==> src/rtl/rco_capture_fifo_pkg.sv <==
// rco_capture_fifo_pkg: shared default sizes and timestamp width for the RCO capture FIFO
package rco_capture_fifo_pkg;
    localparam int DEF_WIDTH = 32;
    localparam int DEF_DEPTH = 4;
    localparam int DEF_CNT_W = 8;
    localparam int TS_W = 16;
endpackage

==> src/rtl/rco_capture_fifo_if.sv <==
// rco_capture_fifo_if: capture inputs, valid/ready read port and audit counters of rco_capture_fifo
interface rco_capture_fifo_if
    import rco_capture_fifo_pkg::*;
#(
    parameter int WIDTH = DEF_WIDTH,
    parameter int DEPTH = DEF_DEPTH,
    parameter int CNT_W = DEF_CNT_W
);
    localparam int LW = $clog2(DEPTH) + 1;
    logic             CAP_EN;
    logic [WIDTH-1:0] Q;
    logic             RCO;
    logic             CLR;
    logic [WIDTH-1:0] DATA_OUT;
    logic             VALID;
    logic             READY;
    logic [LW-1:0]    LEVEL;
    logic [CNT_W-1:0] RCO_TOTAL;
    logic [CNT_W-1:0] DROP_CNT;
    logic             OVF;
    logic [TS_W-1:0]  TS_OUT;
    modport master (
        output CAP_EN, Q, RCO, CLR, READY,
        input  DATA_OUT, VALID, LEVEL, RCO_TOTAL, DROP_CNT, OVF, TS_OUT
    );
    modport slave (
        input  CAP_EN, Q, RCO, CLR, READY,
        output DATA_OUT, VALID, LEVEL, RCO_TOTAL, DROP_CNT, OVF, TS_OUT
    );
endinterface

==> src/rtl/rco_capture_fifo_sync_fifo_core.sv <==
// sync_fifo_core: power-of-two synchronous FIFO; extra pointer MSB separates full from empty
module sync_fifo_core #(
    parameter int W = 32,
    parameter int D = 4,
    localparam int AW = $clog2(D)
) (
    input  logic         clk,
    input  logic         rst,
    input  logic         push,
    input  logic         pop,
    input  logic [W-1:0] din,
    output logic [W-1:0] dout,
    output logic         full,
    output logic         empty,
    output logic [AW:0]  level
);
    logic [W-1:0] mem [D];
    logic [AW:0] wp, rp;
    logic do_push, do_pop;
    assign empty = wp == rp;
    assign full = (wp[AW] != rp[AW]) && (wp[AW-1:0] == rp[AW-1:0]);
    assign level = wp - rp;
    assign do_pop = pop & ~empty;
    // a pop on the same edge frees the slot, so a push into a full FIFO still lands
    assign do_push = push & (~full | do_pop);
    assign dout = empty ? '0 : mem[rp[AW-1:0]];
    always_ff @(posedge clk or posedge rst) begin
        if (rst) begin
            wp <= '0;
            rp <= '0;
        end else begin
            wp <= wp + (AW+1)'(do_push);
            rp <= rp + (AW+1)'(do_pop);
        end
    end
    always_ff @(posedge clk) begin
        if (do_push) mem[wp[AW-1:0]] <= din;
    end
endmodule

==> src/rtl/rco_capture_fifo.sv <==
// rco_capture_fifo: snapshots Q on CAP_EN&RCO into a FIFO, counts events/drops; RCO_CAPTURE_TS_EN adds head timestamps
module rco_capture_fifo
    import rco_capture_fifo_pkg::*;
#(
    parameter int WIDTH = DEF_WIDTH,
    parameter int DEPTH = DEF_DEPTH,
    parameter int CNT_W = DEF_CNT_W
) (
    input logic clk,
    input logic RESET,
    rco_capture_fifo_if.slave bus
);
    logic ev, pop, full, empty, drop;
    assign ev = bus.CAP_EN & bus.RCO;
    assign bus.VALID = ~empty;
    assign pop = bus.VALID & bus.READY;
    assign drop = ev & full & ~pop;
`ifdef RCO_CAPTURE_TS_EN
    localparam int FW = WIDTH + TS_W;
    logic [TS_W-1:0] ts;
    logic [FW-1:0] dout;
    always_ff @(posedge clk or posedge RESET) begin
        if (RESET) ts <= '0;
        else ts <= ts + 1'b1;
    end
    sync_fifo_core #(.W(FW), .D(DEPTH)) u_core (
        .clk(clk), .rst(RESET), .push(ev), .pop(pop), .din({ts, bus.Q}),
        .dout(dout), .full(full), .empty(empty), .level(bus.LEVEL)
    );
    assign bus.DATA_OUT = dout[WIDTH-1:0];
    assign bus.TS_OUT = dout[FW-1:WIDTH];
`else
    sync_fifo_core #(.W(WIDTH), .D(DEPTH)) u_core (
        .clk(clk), .rst(RESET), .push(ev), .pop(pop), .din(bus.Q),
        .dout(bus.DATA_OUT), .full(full), .empty(empty), .level(bus.LEVEL)
    );
    assign bus.TS_OUT = '0;
`endif
    // CLR wins first, then a same-cycle event is applied on top of the cleared value
    always_ff @(posedge clk or posedge RESET) begin
        if (RESET) begin
            bus.RCO_TOTAL <= '0;
            bus.DROP_CNT <= '0;
            bus.OVF <= 1'b0;
        end else begin
            bus.RCO_TOTAL <= (bus.CLR ? '0 : bus.RCO_TOTAL) + CNT_W'(ev);
            bus.DROP_CNT <= bus.CLR ? CNT_W'(drop) :
                            (drop && bus.DROP_CNT != '1) ? bus.DROP_CNT + 1'b1 : bus.DROP_CNT;
            bus.OVF <= (bus.CLR ? 1'b0 : bus.OVF) | drop;
        end
    end
endmodule

==> src/flat_wrapper.sv <==
// flat-port wrapper written by rule: the top's interface ports become plain ports
module rco_capture_fifo_flat import rco_capture_fifo_pkg::*;
#(
    parameter int WIDTH = DEF_WIDTH,
    parameter int DEPTH = DEF_DEPTH,
    parameter int CNT_W = DEF_CNT_W
)
  (clk, RESET, bus_CAP_EN, bus_Q, bus_RCO, bus_CLR, bus_READY, bus_DATA_OUT, bus_VALID, bus_LEVEL, bus_RCO_TOTAL, bus_DROP_CNT, bus_OVF, bus_TS_OUT);
  rco_capture_fifo_if #(.WIDTH(WIDTH), .DEPTH(DEPTH), .CNT_W(CNT_W)) bus_i ();
  input logic clk;
  input logic RESET;
  input wire logic [$bits(bus_i.CAP_EN)-1:0] bus_CAP_EN;
  input wire logic [$bits(bus_i.Q)-1:0] bus_Q;
  input wire logic [$bits(bus_i.RCO)-1:0] bus_RCO;
  input wire logic [$bits(bus_i.CLR)-1:0] bus_CLR;
  input wire logic [$bits(bus_i.READY)-1:0] bus_READY;
  output wire logic [$bits(bus_i.DATA_OUT)-1:0] bus_DATA_OUT;
  output wire logic [$bits(bus_i.VALID)-1:0] bus_VALID;
  output wire logic [$bits(bus_i.LEVEL)-1:0] bus_LEVEL;
  output wire logic [$bits(bus_i.RCO_TOTAL)-1:0] bus_RCO_TOTAL;
  output wire logic [$bits(bus_i.DROP_CNT)-1:0] bus_DROP_CNT;
  output wire logic [$bits(bus_i.OVF)-1:0] bus_OVF;
  output wire logic [$bits(bus_i.TS_OUT)-1:0] bus_TS_OUT;
  assign bus_i.CAP_EN = bus_CAP_EN;
  assign bus_i.Q = bus_Q;
  assign bus_i.RCO = bus_RCO;
  assign bus_i.CLR = bus_CLR;
  assign bus_i.READY = bus_READY;
  assign bus_DATA_OUT = bus_i.DATA_OUT;
  assign bus_VALID = bus_i.VALID;
  assign bus_LEVEL = bus_i.LEVEL;
  assign bus_RCO_TOTAL = bus_i.RCO_TOTAL;
  assign bus_DROP_CNT = bus_i.DROP_CNT;
  assign bus_OVF = bus_i.OVF;
  assign bus_TS_OUT = bus_i.TS_OUT;
  rco_capture_fifo #(.WIDTH(WIDTH), .DEPTH(DEPTH), .CNT_W(CNT_W)) u_core (.clk(clk), .RESET(RESET), .bus(bus_i));
endmodule
==> config.mk <==
export PLATFORM = sky130hd
export DESIGN_NAME = rco_capture_fifo_flat
export DESIGN_NICKNAME = d
export VERILOG_FILES = /design/src/rtl/rco_capture_fifo_pkg.sv /design/src/rtl/rco_capture_fifo_if.sv /design/src/rtl/rco_capture_fifo_sync_fifo_core.sv /design/src/rtl/rco_capture_fifo.sv /design/src/flat_wrapper.sv
export SDC_FILE = /design/constraint.sdc
export NUM_CORES = 1
export LEC_CHECK = 0
export ABC_AREA = 1
export BUFFER_PORTS_ARGS = -buffer_cell sky130_fd_sc_hd__buf_2
export CAP_MARGIN = 25
export CORE_MARGIN = 4
export CORE_UTILIZATION = 55
export DETAILED_ROUTE_END_ITERATION = 8
export PLACE_DENSITY = 0.89
export SLEW_MARGIN = 20
export SYNTH_ARGS = -nofsm -noshare
export SYNTH_HDL_FRONTEND = slang
export SYNTH_SLANG_ARGS = --single-unit
==> constraint.sdc <==
create_clock -name clk -period 10.5 [get_ports clk]
set_input_delay 3.15 -clock clk [delete_from_list [all_inputs] [get_ports clk]]
set_output_delay 3.15 -clock clk [all_outputs]
set_load 0.01 [all_outputs]
==> results of run 1 <==
-- power by group --
part           internal, mW  switching, mW  total, mW  leakage, nW
clock                 0.379          0.246      0.625        0.289
combinational         0.273          0.512      0.785         1.28
sequential            0.726         0.0274      0.753         1.47
-- critical path: stages (launching register included) --
cell	delay, ps
dfrtp_1	410
inv_1	120
ha_1	350
nand2_1	120
nor2_4	750
a21oi_1	140
buf_2	200
-- flip-flops by register name (all words and copies together), names as in the netlist --
| name | count |
|---|---|
| u_core.u_core.mem | 128 |
| u_core.bus.RCO_TOTAL | 8 |
| u_core.u_core.rp | 3 |
| u_core.bus.DROP_CNT | 8 |
| u_core.u_core.wp | 3 |
| u_core.bus.OVF | 1 |
-- how the worst max path moves through the flow --
stage,from,endpoint,slack [ps],depth (start not counted)
after global routing,u_core.u_core.wp[0],bus_DATA_OUT[21],4650,6
after CTS,u_core.u_core.rp[0],bus_DATA_OUT[10],4680,5
final,u_core.u_core.wp[0],bus_DATA_OUT[21],4850,6
after detailed placement,u_core.u_core.rp[0],bus_DATA_OUT[1],5170,5
after global placement,u_core.u_core.rp[0],bus_DATA_OUT[22],5270,5
after floorplan,bus_CAP_EN,u_core.u_core.mem[1][0],4340,4
-- Yosys cell counts --
cell type / number
clkbuf_1: 8
nand3_4: 1
buf_4: 20
o21ai_1: 42
buf_6: 8
edfxtp_1: 128
nand2_4: 1
o21ai_0: 23
nand4_1: 1
conb_1: 1
fa_1: 1
xor2_1: 6
dfrtp_1: 23
buf_2: 5
nor3_1: 5
nand2_1: 36
inv_6: 1
a21oi_1: 37
nand2_2: 5
nand3_1: 20
ha_1: 9
nor2_2: 4
inv_1: 24
nor2_1: 145
nor2_4: 3
xnor2_1: 2
nor3_2: 1
inv_2: 2
-- layout make-up --
type / count / area (sq um)
timing repair buffer: 102 / 553
clock buffer: 17 / 425
inverter: 27 / 106
fill: 819 / 3860
clock inverter: 15 / 193
multi-input combinational: 358 / 1730
tap: 143 / 179
sequential: 151 / 4420
-- cell usage in the layout (no fill, tap or decap), types with 3 or more instances in the layout --
| master | count |
|---|---|
| buf_2 | 90 |
| xor2_1 | 6 |
| edfxtp_1 | 128 |
| clkinv_4 | 3 |
| nand2_2 | 5 |
| o21ai_0 | 23 |
| buf_4 | 11 |
| o21ai_1 | 42 |
| clkbuf_16 | 17 |
| clkinvlp_4 | 4 |
| nand3_1 | 20 |
| nor2_1 | 145 |
| conb_1 | 16 |
| inv_6 | 5 |
| nor2_2 | 4 |
| dfrtp_1 | 22 |
| ha_1 | 9 |
| nor3_2 | 5 |
| inv_1 | 24 |
| nand2_1 | 36 |
| a21oi_1 | 37 |
| bufinv_16 | 3 |
| nor2_4 | 3 |
-- routing by layer --
layer | vias to the layer above | GRT usage | wire length (microns)
met2 | 163 | 0.355 | 6780
met4 | 2 | 0.0727 | 169
li1 | 2086 | - | -
met3 | 18 | 0.0554 | 951
met1 | 2141 | 0.255 | 5280
met5 | - | 0 | 13
-- cell families after synthesis --
family / count (synthesis) / synth area share
adder cells (fa/ha/maj): 10 / 0.0205
flip-flops: 151 / 0.682
buffers and inverters: 68 / 0.0620
other: 1 / 0.000579
AND/OR/NAND/NOR: 222 / 0.145
XOR/XNOR: 8 / 0.0108
AO/OA/AOI/OAI: 102 / 0.0788
==> results.md, run 1 <==
- Status: finished clean
- Power, Total: 2.16 mW
- Via density per instance: about 5.4
- WP data required: ~7400 ps
- Post-synth top area share: 0.593
- Top cells by area, synth: edfxtp_1, dfrtp_1, nor2_1
- Clk sinks: 151
- Min-delay src: u_core.bus.OVF
- Min-Delay Path Depth: 2
- Final setup fails: 0
- CP arrival: 2500 ps
- Die Ht: about 120 microns
- CTS-repair resized insts: 0
- Post-CTS Hold Fix Bufs: 0
- First-pass GRT wire length: about 21000 microns
- Grt total ovfl: 0
- R2R cell count: 8
- Vias: between 4k and 5k
- Setup TNS: 0 ps
- # IOs: 107
- Cell count after synthesis: between 500 and 600
- Starting Density: 0.565
- Layout area overhead: 17.5%
- H-tree Lvls: 4
- CP max FO: 34
- Register area share after synthesis: 0.682
- Final #Nets: 705
- Final worst path period share: 0.538
- Worst-path clk slew: 60 ps
- P_leak: approximately 3.0 nW
- DR WL/cell: ~16 microns
- Worst r2r dst: u_core.u_core.rp[2]
- TritonCTS clock tree: built
- Synth Warn #: 0
- Worst relative slew slack: 0.371
- Worst Hold Endpoint: u_core.bus.OVF
- RR Startpoint: u_core.u_core.wp[0]
- Share of layout cells above drive strength 1: 0.234
- R2r setup slk: approximately 8000 ps
- Root Buffer: clkbuf_16
- Final Hold Fails: 0
- Average size of a mapped cell: about 12 sq um
- DRT iter0 DRCs: a little under 300
- CP Launch Type: flip-flop
- Final Instance Count excl. Fillers: 813
- Dpl cells: 780
- Initial antenna violation count: 1
- Unique masters post-synth: 28
- GRT Total Usage: 0.208
- Setup Buffers After CTS: 0
- Dpl ws: around 5200 ps
- Post-Route Skew: between 6 and 7 ps
- Drt drc: 0
- Pre-antenna DRT Iters: 5
- Final Worst Setup Slack: between 4000 and 5000 ps
- DP HPWL: 8220 microns
- Die area: 0.0136 sq mm
- Worst ir drop on vdd: approximately 160 uV
- # port buffers: 90
- Core Area: between 0.01 and 0.015 sq mm
- Routed Antenna Nets: 0
- Die Wd: 117 microns
- WL final: around 13000 microns
- #FFs+latches synth: about 150
- RSZ-0062 raised after global routing: no
- Power density over the cells: around 280 mW/mm^2
- Crit path time final: ~5700 ps
- Clk_lat worst skew: roughly 410 ps
- Row cnt: 39
- Maxcap violations: 0
- F_max: 177 MHz
- Setup crit end kind: primary output
- Post-layout util: 0.664
- Worst Hold Class: flip-flop to flip-flop
- # diodes: 0
- GP Congestion: between 0.8 and 0.9
- Dpl cell area: ~0.0070 sq mm
- Final instance area: 0.00761 sq mm
- Largest net degree at the start of global routing: 67
- Crit Path Class: flip-flop to primary output
- Vias in the first global route: ~4.3k
- Number of CTS-inserted buffers: 17
- Mapped Area: between 0.006 and 0.007 sq mm
- Max-slew violations: 0
- Largest area contributor in the netlist: edfxtp_1
- Worst Hold Margin: about 480 ps
- Worst slew pin tran: between 900 and 1000 ps
- Longest Clk Path Bufs: 2
(Power assumes the default switching activity.)
==> inputs of run 2 (changes only) <==
- ABC_AREA: 1 -> 0
- CORE_UTILIZATION: 55 -> 50
- PLACE_DENSITY: 0.89 -> 0.86
- clock period: 10.5 -> 5.2 ns (I/O delays scaled with it)
==> run 2 against run 1 <==
Compared with the run above:
- cell count down 26%
- design area decreased by 3.2%
- hold slack better by 16 ps
- total power grew 86%
- global-route usage is 4.0 points lower
- sequential power increased by 110%
- critical path type unchanged
- highest routed layer unchanged
==> results.md, run 2 <==
- Status: finished clean
- CP arrival: 2630 ps (+130 ps)
- GRT Total Usage: 0.167 (-0.0405)
- Worst relative slew slack: 0.523 (+0.152)
- P_sw: 1.25 mW (+59%)
- Largest area contributor in the netlist: edfxtp_1
- Final setup fails: 0 (unchanged)
- Dpl cells: 567 (-27%)
- Final #Nets: 489 (-31%)
- # diodes: 0 (unchanged)
- Clk_lat worst skew: 410 ps (about the same)
- Worst slew pin tran: 715 ps (-225 ps)
- Post-CTS Hold Fix Bufs: 0 (unchanged)
- Worst Hold Class: flip-flop to flip-flop
- Worst r2r dst: u_core.u_core.mem[3][10]
- Number of CTS-inserted buffers: 17 (unchanged)
- DP HPWL: 7050 microns (-14%)
- Root Buffer: clkbuf_16
- Largest net degree at the start of global routing: 36 (-46%)
- CP Launch Type: flip-flop
- Seq pwr share: 0.385 (+0.037)
- Setup TNS: 0 ps (unchanged)
- Final Hold Fails: 0 (unchanged)
- #FFs+latches synth: 151 (unchanged)
- Vias in the first global route: 3473 (-19%)
- WL final: 11100 microns (-16%)
- Share of layout cells above drive strength 1: 0.379 (+0.145)
- Post-layout util: 0.613 (-0.0503)
- Crit path time final: about 4200 ps
- Asr flop ratio synth: 0.152 (unchanged)
- Highest-count cells in the layout ignoring fill and taps: edfxtp_1, buf_2, nor2b_1, mux4_2, dfrtp_1
- Int Power: 2.77 mW (+100%)
- Grt total ovfl: 0 (unchanged)
- Critical path origin: u_core.u_core.rp[1]
- Total stage count of the critical path: 6 (unchanged)
- Setup Buffers After CTS: 0 (unchanged)
- Die area: 0.0141 sq mm (+4.0%)
- Unique masters post-synth: 34 (+21%)
- Synth Warn #: 0 (unchanged)
- F_max: about 240 MHz
- Worst-path clk slew: 60 ps (about the same)
- Crit Path Class: flip-flop to primary output
- Mapped Area: 0.00614 sq mm (-5.2%)
- Drt drc: 0 (unchanged)
- Crit path buf inv count: 3 (+1)
- Max FFs per register: 128 (unchanged)
- Cell count after synthesis: 339 (-40%)
- Post-synth top area share: 0.626 (+0.0324)
- TritonCTS clock tree: built
- Row cnt: 40 (+2.6%)
- Most instantiated cells after synthesis: edfxtp_1, nor2b_1, mux4_2
- Top cells by area, synth: edfxtp_1, mux4_2, dfrtp_1
- CP top delay family: simple AND/OR/NAND/NOR gates
- Clock Power Share: 0.293 (+0.004)
- P_leak: 2.81 nW (-7.6%)
- Core Area: 0.0120 sq mm (+4.7%)
- R2r setup slk: 2470 ps (-5520 ps)
- Final worst path period share: 0.806
- Crit-path slowest cell: and3_2
- Power density over the cells: 546 mW/mm^2 (+92%)
- Max-slew violations: 0 (unchanged)
- Via density per instance: 5.36 (-1.1%)
- Post-synth EDFFs: 128 (unchanged)
- Ys flop type: edfxtp_1
- Worst setup path endpoint: bus_DATA_OUT[23]
- Setup crit end kind: primary output
- CP max FO: 35 (+2.9%)
- Count leader, synth: edfxtp_1
- RSZ-0062 raised after global routing: no
- Maxcap violations: 0 (unchanged)
- Layout area overhead: 19.9%
- Logic pwr share: 0.322 (-0.041)
- Routed Antenna Nets: 0 (unchanged)
- Clk sinks: 151 (unchanged)
- Most common cell after layout, fill and taps aside: edfxtp_1
- Starting Density: 0.511 (-0.0535)
- Pre-antenna DRT Iters: 4 (-1)
- Initial antenna violation count: 2 (+1)
- Worst ir drop on vdd: 290 uV (+76%)
- CP max stage delay: 660 ps (-90 ps)
- DR WL/cell: 18.4 microns (+13%)
- Vias: 3224 (-27%)
- Register area share after synthesis: 0.719 (+0.0372)
- R2R cell count: 9 (+1)
- Switch share: 0.310 (-0.0527)
- CTS-repair resized insts: 0 (unchanged)
- Longest Clk Path Bufs: 2 (unchanged)
- Final Instance Count excl. Fillers: 601 (-26%)
- First-pass GRT wire length: 18000 microns (-15%)
- # IOs: 107 (unchanged)
- Cells along the critical path: buf_4 > inv_1 > ha_1 > and3_2 > nor2b_1 > buf_2
- Die Ht: 119 microns (+2.0%)
- GP Congestion: 0.830 (+2.3%)
- H-tree Lvls: 4 (unchanged)
- DRT iter0 DRCs: 214 (-27%)
- Post-Route Skew: 9.30 ps (+2.76 ps)
- RR Startpoint: u_core.u_core.rp[1]
- Die Wd: 119 microns (+2.0%)
- WP data required: 3640 ps (-3710 ps)
- Average size of a mapped cell: 18.1 sq um (+57%)
- # port buffers: 90 (unchanged)
## run 2: changes by cell type in the layout (fill, tap and decap cells not counted), sizes merged, moves of 5 or more
cell / delta
a21oi: -35
nand3: -14
o21ai: -63
mux4: +32
nand2: -34
clkinv: +5
nor2: -141
inv: -17
nor2b: +36
## run 2: worst min-delay path by stage
stage	startpoint	endpoint	slack, ps	cells past startpoint
6_report	u_core.u_core.rp[2]	u_core.u_core.rp[2]	500	1
5_1_grt	u_core.u_core.rp[2]	u_core.u_core.rp[2]	520	1
4_1_cts	u_core.u_core.rp[2]	u_core.u_core.rp[2]	490	1
3_5_place_dp	u_core.u_core.rp[2]	u_core.u_core.rp[2]	480	1
3_3_place_gp	u_core.u_core.rp[2]	u_core.u_core.rp[2]	480	1
2_1_floorplan	u_core.u_core.wp[2]	u_core.u_core.wp[2]	460	1
## run 2: routing by layer
metal / track usage / vias up / routed length, microns
met2: 0.271 / 103 / 5550
met1: 0.202 / 1626 / 4600
met3: 0.0722 / 14 / 763
met5: 0 / - / 14
met4: 0.0565 / 4 / 132
li1: - / 1477 / -
## run 2: cells by family (layout without fill, tap and decap cells)
| logic type | count (synthesis) | in the layout | share of synthesized area |
|---|---|---|---|
| flops | 151 | 151 | 0.719 |
| xor+xnor | 10 | 10 | 0.0143 |
| fa+ha+maj | 10 | 10 | 0.0216 |
| buf+inv | 43 | 143 | 0.0369 |
| other cells | 1 | 16 | 0.000611 |
| mux | 35 | 35 | 0.123 |
| simple gates | 76 | 76 | 0.0691 |
| compound gates | 13 | 13 | 0.0155 |
## run 2: power groups by stage
| stage | Combinational [mW] | Clock, mW | Sequential [mW] |
|---|---|---|---|
| floorplan | 0.868 | 0 | 1.54 |
| global route | 1.43 | 1.26 | 1.56 |
| finish | 1.30 | 1.18 | 1.55 |
| global placement | 1.28 | 0 | 1.57 |
| detailed placement | 1.32 | 0 | 1.58 |
| CTS | 1.33 | 1.20 | 1.55 |
## run 2: final cells by class
cell class	count	area, sq um
repair buffers	99	558
inverters	12	45.0
well taps	147	184
multi-input cells	160	1580
clock buffers	17	425
clock inverters	15	154
fillers	847	4640
flip-flops and latches	151	4420
## run 2: worst reg2reg max path: stages, from the launching register on
cell and delay, ps:
dfrtp_2 350, buf_4 430, inv_1 110, ha_1 300
nand2_1 110, o31ai_1 130, inv_1 120, nand2_1 140
nor2_4 520, buf_16 240
## run 2: per-stage QoR
step | cell area [sq um] | power (mW) | hold slack, ps | worst slack (ps)
finish | 7370 | 4.02 | 497 | 1010
detailed placement | 6750 | 2.89 | 482 | 1380
global route | 7370 | 4.25 | 523 | 775
global placement | 6730 | 2.85 | 480 | 1470
floorplan | 6200 | 2.40 | 462 | 719
CTS | 7320 | 4.08 | 493 | 906
==> inputs of run 3 (changes only) <==
- CORE_UTILIZATION: 50 -> 55
- PLACE_DENSITY: 0.86 -> 0.9
- clock period: 5.2 -> 4.1 ns (I/O delays scaled with it)
==> run 3 against run 2 <==
Compared with the run above:
- non-clock buffer count shrank 1
- via count grew 0.68%
- core utilization grew 6.1 points
- clock skew grew 2.8 ps
- design area shrank 0.36%
- first-iteration DRC count grew 11%
- routed wire length grew 3.3%
- highest routed layer is now met4
- sequential cell count is the same
- clock power grew 30%
==> results.md, run 3 (synthesized netlist as in run 2, its figures left out) <==
- WP data required: 2870 ps (-770 ps)
- TritonCTS clock tree: built
- Clock Power Share: 0.297 (+0.004)
- Row cnt: 38 (-5.0%)
- WL final: 11400 microns (+3.3%)
- Seq pwr share: 0.387 (+0.002)
- Final instance area: 0.00734 sq mm (-0.36%)
- F_max: 263 MHz
- Max-slew violations: 0 (unchanged)
- GP Congestion: 0.847 (+2.0%)
- Final setup fails: 0 (unchanged)
- Worst Hold Class: flip-flop to flip-flop
- RSZ-0062 raised after global routing: no
- Int Power: 3.60 mW (+30%)
- CP Launch Type: flip-flop
- Die area: 0.0129 sq mm (-8.5%)
- Largest net degree at the start of global routing: 35 (-2.8%)
- RR Startpoint: u_core.u_core.rp[1]
- Most common cell after layout, fill and taps aside: edfxtp_1
- Max FFs per register: 128 (unchanged)
- Post-CTS Hold Fix Bufs: 0 (unchanged)
- H-tree Lvls: 4 (unchanged)
- Switch share: 0.302 (-0.00860)
- Root Buffer: clkbuf_8
- Longest Clk Path Bufs: 2 (unchanged)
- Core Area: 0.0109 sq mm (-9.4%)
- Worst Hold Margin: 503 ps (+5.59 ps)
- DR WL/cell: 19.3 microns (+4.7%)
- Share of layout cells above drive strength 1: 0.363 (-0.0160)
- P_sw: 1.55 mW (+25%)
- Post-layout util: 0.674 (+0.0609)
- Worst ir drop on vdd: 514 uV (+77%)
- Final #Nets: 488 (-0.20%)
- Clk_lat worst skew: 510 ps (+100 ps)
- Highest-count cells in the layout ignoring fill and taps: edfxtp_1, buf_2, nor2b_1, mux4_2, dfrtp_1
- Crit Path Class: flip-flop to primary output
- Die Wd: 114 microns (-4.3%)
- Layout area overhead: 19.5%
- Setup crit end kind: primary output
- GRT Total Usage: 0.192 (+0.0247)
- Routed Antenna Nets: 0 (unchanged)
- Worst Hold Endpoint: u_core.u_core.wp[2]
- DRT iter0 DRCs: 238 (+11%)
- Clk sinks: 151 (unchanged)
- Drt drc: 0 (unchanged)
- CTS-repair resized insts: 0 (unchanged)
- Die Ht: 114 microns (-4.3%)
- R2R cell count: 8 (-1)
- # port buffers: 90 (unchanged)
- Logic pwr share: 0.316 (-0.006)
- Power density over the cells: 702 mW/mm^2 (+29%)
- Via density per instance: 5.47 (+2.0%)
- Vias in the first global route: 3466 (-0.20%)
- Vias: 3246 (+0.68%)
- Maxcap violations: 0 (unchanged)
- Crit path time final: 3800 ps
- Setup Buffers After CTS: 0 (unchanged)
- Starting Density: 0.564 (+0.0528)
- Worst-path clk slew: 60 ps (about the same)
- Number of CTS-inserted buffers: 17 (unchanged)
- Post-Route Skew: 12.1 ps (+2.80 ps)
- Min-delay src: u_core.u_core.wp[2]
- Final worst path period share: 0.928
- DP HPWL: 7210 microns (+2.3%)
- Initial antenna violation count: 1 (-1)
- Dpl cell area: 0.00674 sq mm (-0.13%)
- CP arrival: 2570 ps (-60 ps)
- Worst relative slew slack: 0.416 (-0.107)
- P_leak: 2.79 nW (-0.52%)
- R2r setup slk: 1460 ps (-1010 ps)
- CP max FO: 34 (-2.9%)
- Worst slew pin tran: 875 ps (+160 ps)
- # IOs: 107 (unchanged)
- Setup TNS: 0 ps (unchanged)
- Grt total ovfl: 0 (unchanged)
- Status: finished clean
- First-pass GRT wire length: 18600 microns (+3.4%)
- Final Hold Fails: 0 (unchanged)
- Worst r2r dst: u_core.u_core.mem[1][5]
- Pre-antenna DRT Iters: 4 (unchanged)
- Min-Delay Path Depth: 1 (unchanged)
-- run 3: cell count changes in the layout (fill, tap and decap cells not counted), sizes merged --
| cell | previous run | this run |
|---|---|---|
| clkbuf | 17 | 20 |
| clkinvlp | 2 | 1 |
| buf | 99 | 98 |
| clkinv | 8 | 6 |
| inv | 15 | 12 |
| diode | 0 | 1 |
| bufinv | 2 | 4 |
-- run 3: metal layers --
layer | vias to the layer above | GRT usage | routed length, microns
met1 | 1638 | 0.251 | 4680
met3 | 12 | 0.0621 | 781
li1 | 1473 | - | -
met5 | - | 0 | 0
met2 | 123 | 0.307 | 5780
met4 | 0 | 0.0649 | 172
-- run 3: layout make-up --
cell class	instances	area [sq um]
inverters	12	45.0
flip-flops and latches	151	4420
clock inverters	11	156
well taps	140	175
multi-input cells	160	1580
diodes	1	2.50
clock buffers	20	425
fillers	718	3550
repair buffers	98	536
-- run 3: per-stage QoR --
stage / total power [mW] / cells / setup WS, ps
finish: 5.15 / 593 / 296
global route: 5.43 / 593 / 120
CTS: 5.22 / 591 / 217
detailed placement: 3.67 / 560 / 795
global placement: 3.62 / 560 / 849
floorplan: 3.05 / 354 / -51.1
-- run 3: how the worst max path moves through the flow --
stage                             start                 endpoint
detailed placement  u_core.u_core.rp[1]         bus_DATA_OUT[20]
global route        u_core.u_core.rp[1]         bus_DATA_OUT[12]
finish              u_core.u_core.rp[1]         bus_DATA_OUT[20]
floorplan                    bus_CAP_EN  u_core.u_core.mem[0][0]
global placement    u_core.u_core.rp[0]         bus_DATA_OUT[19]
CTS                 u_core.u_core.rp[1]         bus_DATA_OUT[20]
-- run 3: power groups by stage --
| stage | clock [mW] | combinational, mW | sequential [mW] |
|---|---|---|---|
| 3_5_place_dp | 0 | 1.64 | 2.02 |
| 6_report | 1.53 | 1.63 | 1.99 |
| 2_1_floorplan | 0 | 1.10 | 1.95 |
| 4_1_cts | 1.56 | 1.67 | 2.00 |
| 3_3_place_gp | 0 | 1.62 | 2.01 |
| 5_1_grt | 1.64 | 1.78 | 2.01 |
-- run 3: worst max-delay path, stage by stage, from the launching register on --
cell and delay (ps):
dfrtp_2 660, inv_1 90, ha_1 320, and3_2 660
nor2b_1 150, buf_2 180
